===== src/rtl/tlb_pkg.sv =====
// Shared TLB types and widths: default entry count, field widths and the packed entry layout.
package tlb_pkg;
    localparam int TLBNUM_DEF = 16;
    localparam int IDX_W_DEF  = $clog2(TLBNUM_DEF);
    localparam int VPN2_W     = 19;
    localparam int ASID_W     = 8;
    localparam int PFN_W      = 20;
    localparam int C_W        = 3;

    typedef struct packed {
        logic [PFN_W-1:0] pfn;
        logic [C_W-1:0]   c;
        logic             d;
        logic             v;
    } tlb_page_t;

    // p0 maps the even page of the pair, p1 the odd page.
    typedef struct packed {
        logic [VPN2_W-1:0] vpn2;
        logic [ASID_W-1:0] asid;
        logic              g;
        tlb_page_t         p0;
        tlb_page_t         p1;
    } tlb_entry_t;
endpackage


===== src/rtl/tlb_if.sv =====
// TLB bus: two search ports, one write port, one read port and the random/wired controls.
interface tlb_if import tlb_pkg::*; #(parameter int TLBNUM = TLBNUM_DEF);
    localparam int IW = $clog2(TLBNUM);

    logic [VPN2_W-1:0] s0_vpn;  logic s0_odd;  logic [ASID_W-1:0] s0_asid;
    logic s0_found; logic [IW-1:0] s0_index; logic [PFN_W-1:0] s0_pfn;
    logic [C_W-1:0] s0_c; logic s0_d; logic s0_v;

    logic [VPN2_W-1:0] s1_vpn;  logic s1_odd;  logic [ASID_W-1:0] s1_asid;
    logic s1_found; logic [IW-1:0] s1_index; logic [PFN_W-1:0] s1_pfn;
    logic [C_W-1:0] s1_c; logic s1_d; logic s1_v;

    logic we; logic [IW-1:0] w_index;
    logic [VPN2_W-1:0] w_vpn2; logic [ASID_W-1:0] w_asid; logic w_g;
    logic [PFN_W-1:0] w_pfn0; logic [C_W-1:0] w_c0; logic w_d0; logic w_v0;
    logic [PFN_W-1:0] w_pfn1; logic [C_W-1:0] w_c1; logic w_d1; logic w_v1;

    logic [IW-1:0] r_index;
    logic [VPN2_W-1:0] r_vpn2; logic [ASID_W-1:0] r_asid; logic r_g;
    logic [PFN_W-1:0] r_pfn0; logic [C_W-1:0] r_c0; logic r_d0; logic r_v0;
    logic [PFN_W-1:0] r_pfn1; logic [C_W-1:0] r_c1; logic r_d1; logic r_v1;

    logic wired_we; logic [IW-1:0] wired; logic [IW-1:0] random;

    modport master (
        output s0_vpn, s0_odd, s0_asid, s1_vpn, s1_odd, s1_asid,
        output we, w_index, w_vpn2, w_asid, w_g, w_pfn0, w_c0, w_d0, w_v0,
        output w_pfn1, w_c1, w_d1, w_v1, r_index, wired_we, wired,
        input  s0_found, s0_index, s0_pfn, s0_c, s0_d, s0_v,
        input  s1_found, s1_index, s1_pfn, s1_c, s1_d, s1_v,
        input  r_vpn2, r_asid, r_g, r_pfn0, r_c0, r_d0, r_v0,
        input  r_pfn1, r_c1, r_d1, r_v1, random
    );

    modport slave (
        input  s0_vpn, s0_odd, s0_asid, s1_vpn, s1_odd, s1_asid,
        input  we, w_index, w_vpn2, w_asid, w_g, w_pfn0, w_c0, w_d0, w_v0,
        input  w_pfn1, w_c1, w_d1, w_v1, r_index, wired_we, wired,
        output s0_found, s0_index, s0_pfn, s0_c, s0_d, s0_v,
        output s1_found, s1_index, s1_pfn, s1_c, s1_d, s1_v,
        output r_vpn2, r_asid, r_g, r_pfn0, r_c0, r_d0, r_v0,
        output r_pfn1, r_c1, r_d1, r_v1, random
    );
endinterface


===== src/rtl/tlb_match.sv =====
// One search port: priority match over all entries, lowest index wins; miss returns all zeros.
module tlb_match import tlb_pkg::*; #(
    parameter int  TLBNUM = TLBNUM_DEF,
    localparam int IW     = $clog2(TLBNUM)
) (
    input  tlb_entry_t [TLBNUM-1:0] entries,
    input  logic [TLBNUM-1:0]       valid,
    input  logic [VPN2_W-1:0]       vpn,
    input  logic                    odd,
    input  logic [ASID_W-1:0]       asid,
    output logic                    found,
    output logic [IW-1:0]           index,
    output tlb_page_t               page
);
    logic [TLBNUM-1:0] hit;

    for (genvar i = 0; i < TLBNUM; i++) begin : g_hit
        assign hit[i] = valid[i] && (entries[i].vpn2 == vpn) &&
                        (entries[i].g || (entries[i].asid == asid));
    end

    always_comb begin
        found = |hit;
        index = '0;
        // Scan downwards so the last assignment is the lowest hitting index.
        for (int i = TLBNUM - 1; i >= 0; i--) begin
            if (hit[i]) index = IW'(i);
        end
        if (!found)   page = '0;
        else if (odd) page = entries[index].p1;
        else          page = entries[index].p0;
    end
endmodule


===== src/rtl/tlb.sv =====
// TLB top: entry array, write/read ports, two search ports and the random replacement counter.
// Macro TLB_RANDOM_EN enables the random counter and wired controls; undefined ties random to 0.
module tlb import tlb_pkg::*; #(
    parameter int TLBNUM = TLBNUM_DEF
) (
    input logic   clk,
    input logic   resetn,
    tlb_if.slave  bus
);
    localparam int IW = $clog2(TLBNUM);

    tlb_entry_t [TLBNUM-1:0] entries;
    logic [TLBNUM-1:0]       valid;
    tlb_entry_t              w_entry;
    tlb_entry_t              r_entry;
    tlb_page_t               page0, page1;

    assign w_entry = '{vpn2: bus.w_vpn2, asid: bus.w_asid, g: bus.w_g,
                       p0: '{bus.w_pfn0, bus.w_c0, bus.w_d0, bus.w_v0},
                       p1: '{bus.w_pfn1, bus.w_c1, bus.w_d1, bus.w_v1}};

    always_ff @(posedge clk or negedge resetn) begin
        if (!resetn) begin
            entries <= '0;
            valid   <= '0;
        end else if (bus.we) begin
            entries[bus.w_index] <= w_entry;
            valid[bus.w_index]   <= 1'b1;
        end
    end

    tlb_match #(.TLBNUM(TLBNUM)) u_match0 (
        .entries(entries), .valid(valid), .vpn(bus.s0_vpn), .odd(bus.s0_odd),
        .asid(bus.s0_asid), .found(bus.s0_found), .index(bus.s0_index), .page(page0)
    );

    tlb_match #(.TLBNUM(TLBNUM)) u_match1 (
        .entries(entries), .valid(valid), .vpn(bus.s1_vpn), .odd(bus.s1_odd),
        .asid(bus.s1_asid), .found(bus.s1_found), .index(bus.s1_index), .page(page1)
    );

    assign bus.s0_pfn = page0.pfn;
    assign bus.s0_c   = page0.c;
    assign bus.s0_d   = page0.d;
    assign bus.s0_v   = page0.v;
    assign bus.s1_pfn = page1.pfn;
    assign bus.s1_c   = page1.c;
    assign bus.s1_d   = page1.d;
    assign bus.s1_v   = page1.v;

    assign r_entry    = entries[bus.r_index];
    assign bus.r_vpn2 = r_entry.vpn2;
    assign bus.r_asid = r_entry.asid;
    assign bus.r_g    = r_entry.g;
    assign bus.r_pfn0 = r_entry.p0.pfn;
    assign bus.r_c0   = r_entry.p0.c;
    assign bus.r_d0   = r_entry.p0.d;
    assign bus.r_v0   = r_entry.p0.v;
    assign bus.r_pfn1 = r_entry.p1.pfn;
    assign bus.r_c1   = r_entry.p1.c;
    assign bus.r_d1   = r_entry.p1.d;
    assign bus.r_v1   = r_entry.p1.v;

`ifdef TLB_RANDOM_EN
    localparam logic [IW-1:0] RAND_TOP = IW'(TLBNUM - 1);
    logic [IW-1:0] rand_q;

    // Counts down through the non-wired region [TLBNUM-1 .. wired], then wraps to the top.
    always_ff @(posedge clk or negedge resetn) begin
        if (!resetn)                                  rand_q <= RAND_TOP;
        else if (bus.wired_we)                        rand_q <= RAND_TOP;
        else if (rand_q == bus.wired || rand_q == '0) rand_q <= RAND_TOP;
        else                                          rand_q <= rand_q - 1'b1;
    end

    assign bus.random = rand_q;
`else
    logic unused_wired;
    assign unused_wired = ^{bus.wired_we, bus.wired};
    assign bus.random   = '0;
`endif
endmodule


===== src/flat_wrapper.sv =====
// flat-port wrapper written by rule: the top's interface ports become plain ports
module tlb_flat import tlb_pkg::*;
#(
    parameter int TLBNUM = TLBNUM_DEF
)
  (clk, resetn, bus_s0_vpn, bus_s0_odd, bus_s0_asid, bus_s1_vpn, bus_s1_odd, bus_s1_asid, bus_we, bus_w_index, bus_w_vpn2, bus_w_asid, bus_w_g, bus_w_pfn0, bus_w_c0, bus_w_d0, bus_w_v0, bus_w_pfn1, bus_w_c1, bus_w_d1, bus_w_v1, bus_r_index, bus_wired_we, bus_wired, bus_s0_found, bus_s0_index, bus_s0_pfn, bus_s0_c, bus_s0_d, bus_s0_v, bus_s1_found, bus_s1_index, bus_s1_pfn, bus_s1_c, bus_s1_d, bus_s1_v, bus_r_vpn2, bus_r_asid, bus_r_g, bus_r_pfn0, bus_r_c0, bus_r_d0, bus_r_v0, bus_r_pfn1, bus_r_c1, bus_r_d1, bus_r_v1, bus_random);
  tlb_if #(.TLBNUM(TLBNUM)) bus_i ();
  input logic clk;
  input logic resetn;
  input wire logic [$bits(bus_i.s0_vpn)-1:0] bus_s0_vpn;
  input wire logic [$bits(bus_i.s0_odd)-1:0] bus_s0_odd;
  input wire logic [$bits(bus_i.s0_asid)-1:0] bus_s0_asid;
  input wire logic [$bits(bus_i.s1_vpn)-1:0] bus_s1_vpn;
  input wire logic [$bits(bus_i.s1_odd)-1:0] bus_s1_odd;
  input wire logic [$bits(bus_i.s1_asid)-1:0] bus_s1_asid;
  input wire logic [$bits(bus_i.we)-1:0] bus_we;
  input wire logic [$bits(bus_i.w_index)-1:0] bus_w_index;
  input wire logic [$bits(bus_i.w_vpn2)-1:0] bus_w_vpn2;
  input wire logic [$bits(bus_i.w_asid)-1:0] bus_w_asid;
  input wire logic [$bits(bus_i.w_g)-1:0] bus_w_g;
  input wire logic [$bits(bus_i.w_pfn0)-1:0] bus_w_pfn0;
  input wire logic [$bits(bus_i.w_c0)-1:0] bus_w_c0;
  input wire logic [$bits(bus_i.w_d0)-1:0] bus_w_d0;
  input wire logic [$bits(bus_i.w_v0)-1:0] bus_w_v0;
  input wire logic [$bits(bus_i.w_pfn1)-1:0] bus_w_pfn1;
  input wire logic [$bits(bus_i.w_c1)-1:0] bus_w_c1;
  input wire logic [$bits(bus_i.w_d1)-1:0] bus_w_d1;
  input wire logic [$bits(bus_i.w_v1)-1:0] bus_w_v1;
  input wire logic [$bits(bus_i.r_index)-1:0] bus_r_index;
  input wire logic [$bits(bus_i.wired_we)-1:0] bus_wired_we;
  input wire logic [$bits(bus_i.wired)-1:0] bus_wired;
  output wire logic [$bits(bus_i.s0_found)-1:0] bus_s0_found;
  output wire logic [$bits(bus_i.s0_index)-1:0] bus_s0_index;
  output wire logic [$bits(bus_i.s0_pfn)-1:0] bus_s0_pfn;
  output wire logic [$bits(bus_i.s0_c)-1:0] bus_s0_c;
  output wire logic [$bits(bus_i.s0_d)-1:0] bus_s0_d;
  output wire logic [$bits(bus_i.s0_v)-1:0] bus_s0_v;
  output wire logic [$bits(bus_i.s1_found)-1:0] bus_s1_found;
  output wire logic [$bits(bus_i.s1_index)-1:0] bus_s1_index;
  output wire logic [$bits(bus_i.s1_pfn)-1:0] bus_s1_pfn;
  output wire logic [$bits(bus_i.s1_c)-1:0] bus_s1_c;
  output wire logic [$bits(bus_i.s1_d)-1:0] bus_s1_d;
  output wire logic [$bits(bus_i.s1_v)-1:0] bus_s1_v;
  output wire logic [$bits(bus_i.r_vpn2)-1:0] bus_r_vpn2;
  output wire logic [$bits(bus_i.r_asid)-1:0] bus_r_asid;
  output wire logic [$bits(bus_i.r_g)-1:0] bus_r_g;
  output wire logic [$bits(bus_i.r_pfn0)-1:0] bus_r_pfn0;
  output wire logic [$bits(bus_i.r_c0)-1:0] bus_r_c0;
  output wire logic [$bits(bus_i.r_d0)-1:0] bus_r_d0;
  output wire logic [$bits(bus_i.r_v0)-1:0] bus_r_v0;
  output wire logic [$bits(bus_i.r_pfn1)-1:0] bus_r_pfn1;
  output wire logic [$bits(bus_i.r_c1)-1:0] bus_r_c1;
  output wire logic [$bits(bus_i.r_d1)-1:0] bus_r_d1;
  output wire logic [$bits(bus_i.r_v1)-1:0] bus_r_v1;
  output wire logic [$bits(bus_i.random)-1:0] bus_random;
  assign bus_i.s0_vpn = bus_s0_vpn;
  assign bus_i.s0_odd = bus_s0_odd;
  assign bus_i.s0_asid = bus_s0_asid;
  assign bus_i.s1_vpn = bus_s1_vpn;
  assign bus_i.s1_odd = bus_s1_odd;
  assign bus_i.s1_asid = bus_s1_asid;
  assign bus_i.we = bus_we;
  assign bus_i.w_index = bus_w_index;
  assign bus_i.w_vpn2 = bus_w_vpn2;
  assign bus_i.w_asid = bus_w_asid;
  assign bus_i.w_g = bus_w_g;
  assign bus_i.w_pfn0 = bus_w_pfn0;
  assign bus_i.w_c0 = bus_w_c0;
  assign bus_i.w_d0 = bus_w_d0;
  assign bus_i.w_v0 = bus_w_v0;
  assign bus_i.w_pfn1 = bus_w_pfn1;
  assign bus_i.w_c1 = bus_w_c1;
  assign bus_i.w_d1 = bus_w_d1;
  assign bus_i.w_v1 = bus_w_v1;
  assign bus_i.r_index = bus_r_index;
  assign bus_i.wired_we = bus_wired_we;
  assign bus_i.wired = bus_wired;
  assign bus_s0_found = bus_i.s0_found;
  assign bus_s0_index = bus_i.s0_index;
  assign bus_s0_pfn = bus_i.s0_pfn;
  assign bus_s0_c = bus_i.s0_c;
  assign bus_s0_d = bus_i.s0_d;
  assign bus_s0_v = bus_i.s0_v;
  assign bus_s1_found = bus_i.s1_found;
  assign bus_s1_index = bus_i.s1_index;
  assign bus_s1_pfn = bus_i.s1_pfn;
  assign bus_s1_c = bus_i.s1_c;
  assign bus_s1_d = bus_i.s1_d;
  assign bus_s1_v = bus_i.s1_v;
  assign bus_r_vpn2 = bus_i.r_vpn2;
  assign bus_r_asid = bus_i.r_asid;
  assign bus_r_g = bus_i.r_g;
  assign bus_r_pfn0 = bus_i.r_pfn0;
  assign bus_r_c0 = bus_i.r_c0;
  assign bus_r_d0 = bus_i.r_d0;
  assign bus_r_v0 = bus_i.r_v0;
  assign bus_r_pfn1 = bus_i.r_pfn1;
  assign bus_r_c1 = bus_i.r_c1;
  assign bus_r_d1 = bus_i.r_d1;
  assign bus_r_v1 = bus_i.r_v1;
  assign bus_random = bus_i.random;
  tlb #(.TLBNUM(TLBNUM)) u_core (.clk(clk), .resetn(resetn), .bus(bus_i));
endmodule

===== config.mk =====
export PLATFORM = sky130hd
export DESIGN_NAME = tlb_flat
export DESIGN_NICKNAME = d
export VERILOG_FILES = /design/src/rtl/tlb_pkg.sv /design/src/rtl/tlb_if.sv /design/src/rtl/tlb_match.sv /design/src/rtl/tlb.sv /design/src/flat_wrapper.sv
export SDC_FILE = /design/constraint.sdc
export NUM_CORES = 2
export LEC_CHECK = 0
export ABC_AREA = 1
export ABC_CLOCK_PERIOD_IN_PS = 5600
export CAP_MARGIN = 10
export CORE_ASPECT_RATIO = 1.25
export CORE_MARGIN = 2
export CORE_UTILIZATION = 26
export CTS_CLUSTER_SIZE = 16
export DETAILED_ROUTE_END_ITERATION = 16
export GPL_TIMING_DRIVEN = 0
export PLACE_DENSITY = 0.46
export REMOVE_ABC_BUFFERS = 1
export SLEW_MARGIN = 20
export SYNTH_ARGS = -nofsm -noshare
export SYNTH_HDL_FRONTEND = slang
export SYNTH_HIERARCHICAL = 1
export SYNTH_SLANG_ARGS = --single-unit

===== constraint.sdc =====
create_clock -name clk -period 5.6 [get_ports clk]
set_clock_uncertainty 0.05 [all_clocks]
set_input_delay 1.12 -clock clk [delete_from_list [all_inputs] [get_ports clk]]
set_output_delay 1.12 -clock clk [all_outputs]
set_load 0.05 [all_outputs]

======== After elaboration in Yosys (flattened, before gate mapping) ========
Cells that the tools add are included.
operators by class
  $lt $le $gt $ge ......................... 5
  equality and inequality tests ........... 64
  muxes and demuxes ....................... 47
  bitwise logic cells ..................... 1
  reductions and logical operators ........ 99
operators with widths
  kind                number
  $bwmux 1248         1
  $bmux 78 s4         3
  $eq 19x19->1        32
  $demux 78 s4        1
  $eq 8x8->1          32
  $mux 78             2
  $mux 4              32
  $mux 25             4
  $mux 50             2
  $logic_and 1x1->1   65
  $logic_or 1x1->1    32
  $reduce_or 16->1    2
  $lt 4x5->1 const B  4
  $or 16x16->16       1
  $demux 1 s4         1
  $ge 4x1->1 const B  1
  $mux 1              1
word-level totals
  bits in registers ....................... 1264
  input bits .............................. 150

======== Longest topological paths before layout ========
  depth in word-level cells ............... 23
  depth in mapped cells ................... 33
  gate-level depth less buffers ........... 31

======== By module ========
Netlist, hierarchy kept.
modules (own cells, without submodules)
  module     instances  cells each  area an instance (um2)  seq. area each (um2)
  tlb        1          7946        60133.9                 31630.3
  tlb_match  2          3457        17255.3                 0.0

======== Worst setup path after synthesis ========
Ideal clock, no wire load.
  path type ............................... input-to-output
  start point ............................. in bus_s0_asid[5]
  end point ............................... out bus_s0_pfn[17]
  arrival time ............................ 4.450 ns
  data required time ...................... 4.430 ns
  setup slack ............................. -0.020 ns
  stages on the path ...................... 24
  path buffers ............................ 3
  cells stage by stage .................... buf_2 > buf_2 > xnor2_1 > nand4_1 > o41ai_1 > nand3_1 > nand2_1 > nand2_1 > nand2_1 > nand2_1 > nand2_1 > nand2_1 > nand2_1 > nand2_1 > nand2_2 > nand2_4 > buf_6 > inv_1 > nand2_1 > nand3_1 > nand3_1 > nand3_1 > nand3_1 > a21oi_1
on the way
  word-level cells in the longest chain between the ends .. 23
  elaborated cells between the ends (all ways) .. 69
RTL lines
  what                             line                              text
  start: declaration               flat_wrapper.sv:12                input wire logic [$bits(bus_i.s0_asid)-1:0] bus_s0_asid;
  $eq 8x8->1                       tlb_match.sv:19                   (entries[i].g || (entries[i].asid == asid));
  $logic_or 1x1->1                 tlb_match.sv:19
  $logic_and 1x1->1                tlb_match.sv:18                   assign hit[i] = valid[i] && (entries[i].vpn2 == vpn) &&
  $mux 4 (15 in a row)             tlb_match.sv:27                   if (hit[i]) index = IW'(i);
  $mux 4 *                         tlb_match.sv:27
  named net bus_s0_index[0]        flat_wrapper.sv:33                output wire logic [$bits(bus_i.s0_index)-1:0] bus_s0_index;
  $bmux 78 s4 *                    tlb_match.sv:30, tlb_match.sv:31
  $mux 50 (not written as such) *  tlb_match.sv:31                   else page = entries[index].p0;
  $mux 25 *                        tlb_match.sv:30                   else if (odd) page = entries[index].p1;
  $mux 25 *                        tlb_match.sv:29                   if (!found) page = '0;
  end: declaration                 flat_wrapper.sv:34                output wire logic [$bits(bus_i.s0_pfn)-1:0] bus_s0_pfn;
Mark *: on every way through the listed nets, which the timed path passes. The rest lies on a longest branch. The select of a mux whose other input is x is not followed.

======== Final worst setup path ========
  start point ............................. in bus_s1_vpn[3]
  end point ............................... out bus_s1_pfn[2]
on the way
  word-level cells in the longest chain between the ends .. 23
  elaborated cells between the ends (all ways) .. 69
RTL lines
  what                            line                              text
  start: declaration              flat_wrapper.sv:13                input wire logic [$bits(bus_i.s1_vpn)-1:0] bus_s1_vpn;
  $eq 19x19->1                    tlb_match.sv:18
  $logic_and 1x1->1 (2 in a row)  tlb_match.sv:18
  $mux 4 (16 in a row)            tlb_match.sv:27
  $bmux 78 s4                     tlb_match.sv:30, tlb_match.sv:31
  $mux 50 (not written as such)   tlb_match.sv:31
  $mux 25                         tlb_match.sv:30
  $mux 25 *                       tlb_match.sv:29
  end: declaration                flat_wrapper.sv:40                output wire logic [$bits(bus_i.s1_pfn)-1:0] bus_s1_pfn;
Every way passes the cells marked *; elsewhere a longest branch is shown, timed or not. The select of a mux whose other input is x is not followed.

==> summary.txt <==
STA
  – Final hold slack: 0.463 ns
  – Setup ws final: -0.713 ns
  – Final hold violation count: 0
  – Final worst-path cycle share: 113%
  – Worst slew margin: 38.7%
  – RSZ-0062 raised after global routing: yes
  – Max Slew Vio Count: 0
  – Setup violations, final: 55
  – Fmax: 158 MHz
  – Shortest period the worst path allows: 6.31 ns
  – Worst slew pin tran: 0.919 ns

Logic synthesis
  – Top_reg_cell synth: dfrtp_1
  – Yosys reg bits: 1264
  – Async SR Flop Fraction: 100%
  – Syn Area/Cell: 6.37 um^2
  – Ys Warns: 6
  – Cells after synthesis: 14900
  – Post-synth cell types: 54
  – Seq/Total Area, Yosys: 33.4%
  – EDFF count, synth: 0
  – Post-Syn Area: 94600 um^2

Setup path
  – R2R Path End: u_core/entries[155]
  – Setup CP Type: primary input to output pin
  – Crit path arrival time: 5.14 ns
  – WP data required: 4.43 ns
  – R2R depth: 2
  – Crit Reg-Reg Startpoint: u_core/entries[155]
  – Worst-path fanout max: 31
  – Crit end category: output pin
  – CP Launch Type: primary input
  – Register-to-register setup slack: 4.50 ns

Global route
  – GRT Util Overall: 29.9%
  – Grt peak-use layer: met2
  – Gr ovfl total: 0
  – Largest net degree at the start of global routing: 132
  – Vias in the first global route: 103000
  – Initial antenna violation count: 40
  – GR Util met1: 37.6%
  – Met2 Track Usage GR: 45.8%
  – Met3 Resource Use GR: 6.96%
  – First-pass GRT wire length: 795000 um

Finish
  – Most common cell after layout, fill and taps aside: nand2_1
  – Final Non-Filler Cells: 20000
  – Total Nets Final: 15200
  – Multi-input gate area: 56900 um^2
  – Fill count: 39000
  – Register area: 31700 um^2
  – P&R area growth vs syn: 32.0%
  – Layout cells sized above 1: 16.3%
  – Final Util: 34.5%
  – Most frequent cells in the layout: 4407 x nand2_1, 2591 x nand3_1, 1526 x o21ai_0, 1494 x inv_1, 1204 x dfrtp_1

Pwr
  – Final Total Pwr: 36.5 mW
  – Sequential share of power: 39.1%
  – Internal power: 22.0 mW
  – Switching Fraction: 39.9%
  – Gate power share: 29.1%
  – Sw Pwr: 14.6 mW
  – Maximum VDD drop: 221 uV
  – Cell Pwr Density: 292 nW/um^2
  – Clock group share of total power: 31.8%
  – Leakage power: 56.9 nW

Clock network
  – Clock sink total: 1264
  – TritonCTS clock tree: built
  – CTS clk-pin slew, worst paths: 0.07 ns
  – Htree depth: 4
  – Worst-Skew Late Latency: 0.87 ns
  – CTS max path bufs: 4
  – Clock root buffer master: clkbuf_16
  – Cts bufs inserted: 172

Route
  – First drt pass iteration count: 10
  – Initial DRC Count: 15000
  – Vias: 112000
  – DRC Markers: 0
  – Final WL: 586000 um
  – Drt via density: 5.57
  – Wirelength per Cell: 29.3 um
  – Antenna Nets Post-Route: 0

Floorplanning
  – Die Y: 679 um
  – Die Area: 369000 um^2
  – I/O Pins: 292
  – Starting Density: 26.1%
  – Core Area: 362000 um^2
  – Standard-cell row count: 247
  – Die W: 544 um

Place
  – DP HPWL: 334000 um
  – Port Buf Inserts: 282
  – Pre-CTS setup slack: -4.91 ns
  – Cells after DPL: 19200
  – Final RePlAce weighted congestion: 0.973

Flow run
  – Max cap viols: 0

Min path
  – Hold path endpoint: u_core/valid[8]
  – Hold Startpoint: u_core/valid[8]
  – Min-Delay Path Class: flop to flop
  – Hold depth: 2

Outcome
  – Status: finished with violations
  – Failing checks: negative setup slack
kinds of logic (layout without fill, tap and decap cells):
| group | after synthesis | after routing | synth area share (%) |
|---|---|---|---|
| DFF | 1264 | 1264 | 33.4 |
| other | 1 | 28 | 0.00396 |
| AOI/OAI and AO/OA | 1787 | 1787 | 9.91 |
| xor gates and xnor gates | 346 | 346 | 3.20 |
| and+or+nand+nor | 8822 | 8837 | 41.1 |
| buffers and inverters | 2640 | 2922 | 12.4 |
metrics by stage:
| step | setup TNS, ns | cell area (um^2) |
|---|---|---|
| 2_1_floorplan | -791.85 | 88800 |
| 3_3_place_gp | - | 97700 |
| 3_5_place_dp | -240.46 | 104000 |
| 4_1_cts | -26.08 | 121000 |
| 5_1_grt | -30.96 | 125000 |
| 6_report | -28.54 | 125000 |
area by class of cell:
type	count	share of cell area (%)
Tap cell	4855	4.86
Antenna cell	24	0.0481
Inverter	1553	5.21
Timing Repair inverter	11	0.0771
Clock buffer	260	4.09
Timing Repair Buffer	1051	14.3
Multi-Input combinational cell	11000	45.6
Sequential cell	1264	25.4
Clock inverter	47	0.477
registers in the layout (all words and copies together) (netlist names):
name,cells
u_core/entries,1248
u_core/valid,16
worst max-delay path by stage:
stage,startpoint,to,slack (ns),cells after the start
finish,bus_s1_vpn[3],bus_s1_pfn[2],-0.71,27
floorplan,bus_s0_vpn[5],bus_s0_c[0],-8.75,12
global placement,bus_r_index[0],bus_r_asid[3],-94.16,8
CTS,u_core/entries[1070],bus_s1_pfn[12],-0.62,30
detailed placement,bus_s0_vpn[15],bus_s0_pfn[0],-4.91,31
global route,u_core/entries[1077],bus_s1_pfn[2],-0.71,31
metal layers:
metal	share of wire (%)	up-vias
met5	0.064	-
met3	11	1935
met2	43	7290
li1	-	48900
met4	7.9	40
met1	38	53400
critical path, cell delays in order:
cell and delay (ns):
buf_8 0.17, inv_16 0.09, nand2_1 0.15, nand2_1 0.05, inv_1 0.05, nand2_1 0.07
nor2_1 0.08, nand2_1 0.08, nor2_1 0.22, nand3_1 0.21, o21ai_0 0.12, nand3_1 0.13
nand3_2 0.14, nand3_1 0.12, nand3_1 0.15, nand3_2 0.16, nand3_4 0.15, nand3_4 0.18
buf_12 0.25, buf_12 0.20, buf_12 0.20, nand3_2 0.11, nand3_1 0.08, nand3_2 0.09
nand3_2 0.10, a21oi_4 0.27, buf_6 0.20
cell usage after synthesis (all sizes together), types with 7 or more instances:
| library cell | instances | area [um^2] |
|---|---|---|
| and3 | 7 | 43.8 |
| clkbuf | 290 | 1090 |
| dfrtp | 1264 | 31600 |
| nor4 | 96 | 613 |
| nor3 | 60 | 300 |
| o21ai | 1547 | 7740 |
| o2111ai | 22 | 193 |
| nand2 | 4613 | 17300 |
| or4 | 10 | 75.1 |
| nand4 | 217 | 1360 |
| xor2 | 118 | 1030 |
| o41ai | 18 | 158 |
| o21bai | 8 | 60.1 |
| nand3b | 18 | 135 |
| inv | 1549 | 5820 |
| buf | 797 | 4800 |
| a221oi | 8 | 70.1 |
| nand3 | 3162 | 15800 |
| nor4b | 22 | 235 |
| and2 | 12 | 75.1 |
| nor3b | 14 | 105 |
| a21oi | 74 | 370 |
| or2 | 210 | 1310 |
| xnor2 | 228 | 2000 |
| o22ai | 76 | 475 |
| o221ai | 8 | 70.1 |
| a2111oi | 10 | 87.6 |
| nor2 | 379 | 1430 |
timing repair:
action                     4_1_cts  5_1_grt
resized for setup             1663      704
gates cloned                   146       48
hold endpoints to repair         7        0
hold buffers                     1        0
setup buffers                  243      115
pin swaps                      292      334
setup endpoints to repair      120       85
power groups by stage:
stage | clock, mW | sequential (mW) | combinational, mW
2_1_floorplan | 0 | 12.9 | 6.52
3_3_place_gp | 0 | 14.4 | 9.83
3_5_place_dp | 0 | 14.2 | 9.51
4_1_cts | 11.8 | 14.1 | 10.1
5_1_grt | 12.1 | 14.5 | 11.8
6_report | 11.6 | 14.3 | 10.6
No activity file was read; power rests on OpenSTA's default activity.
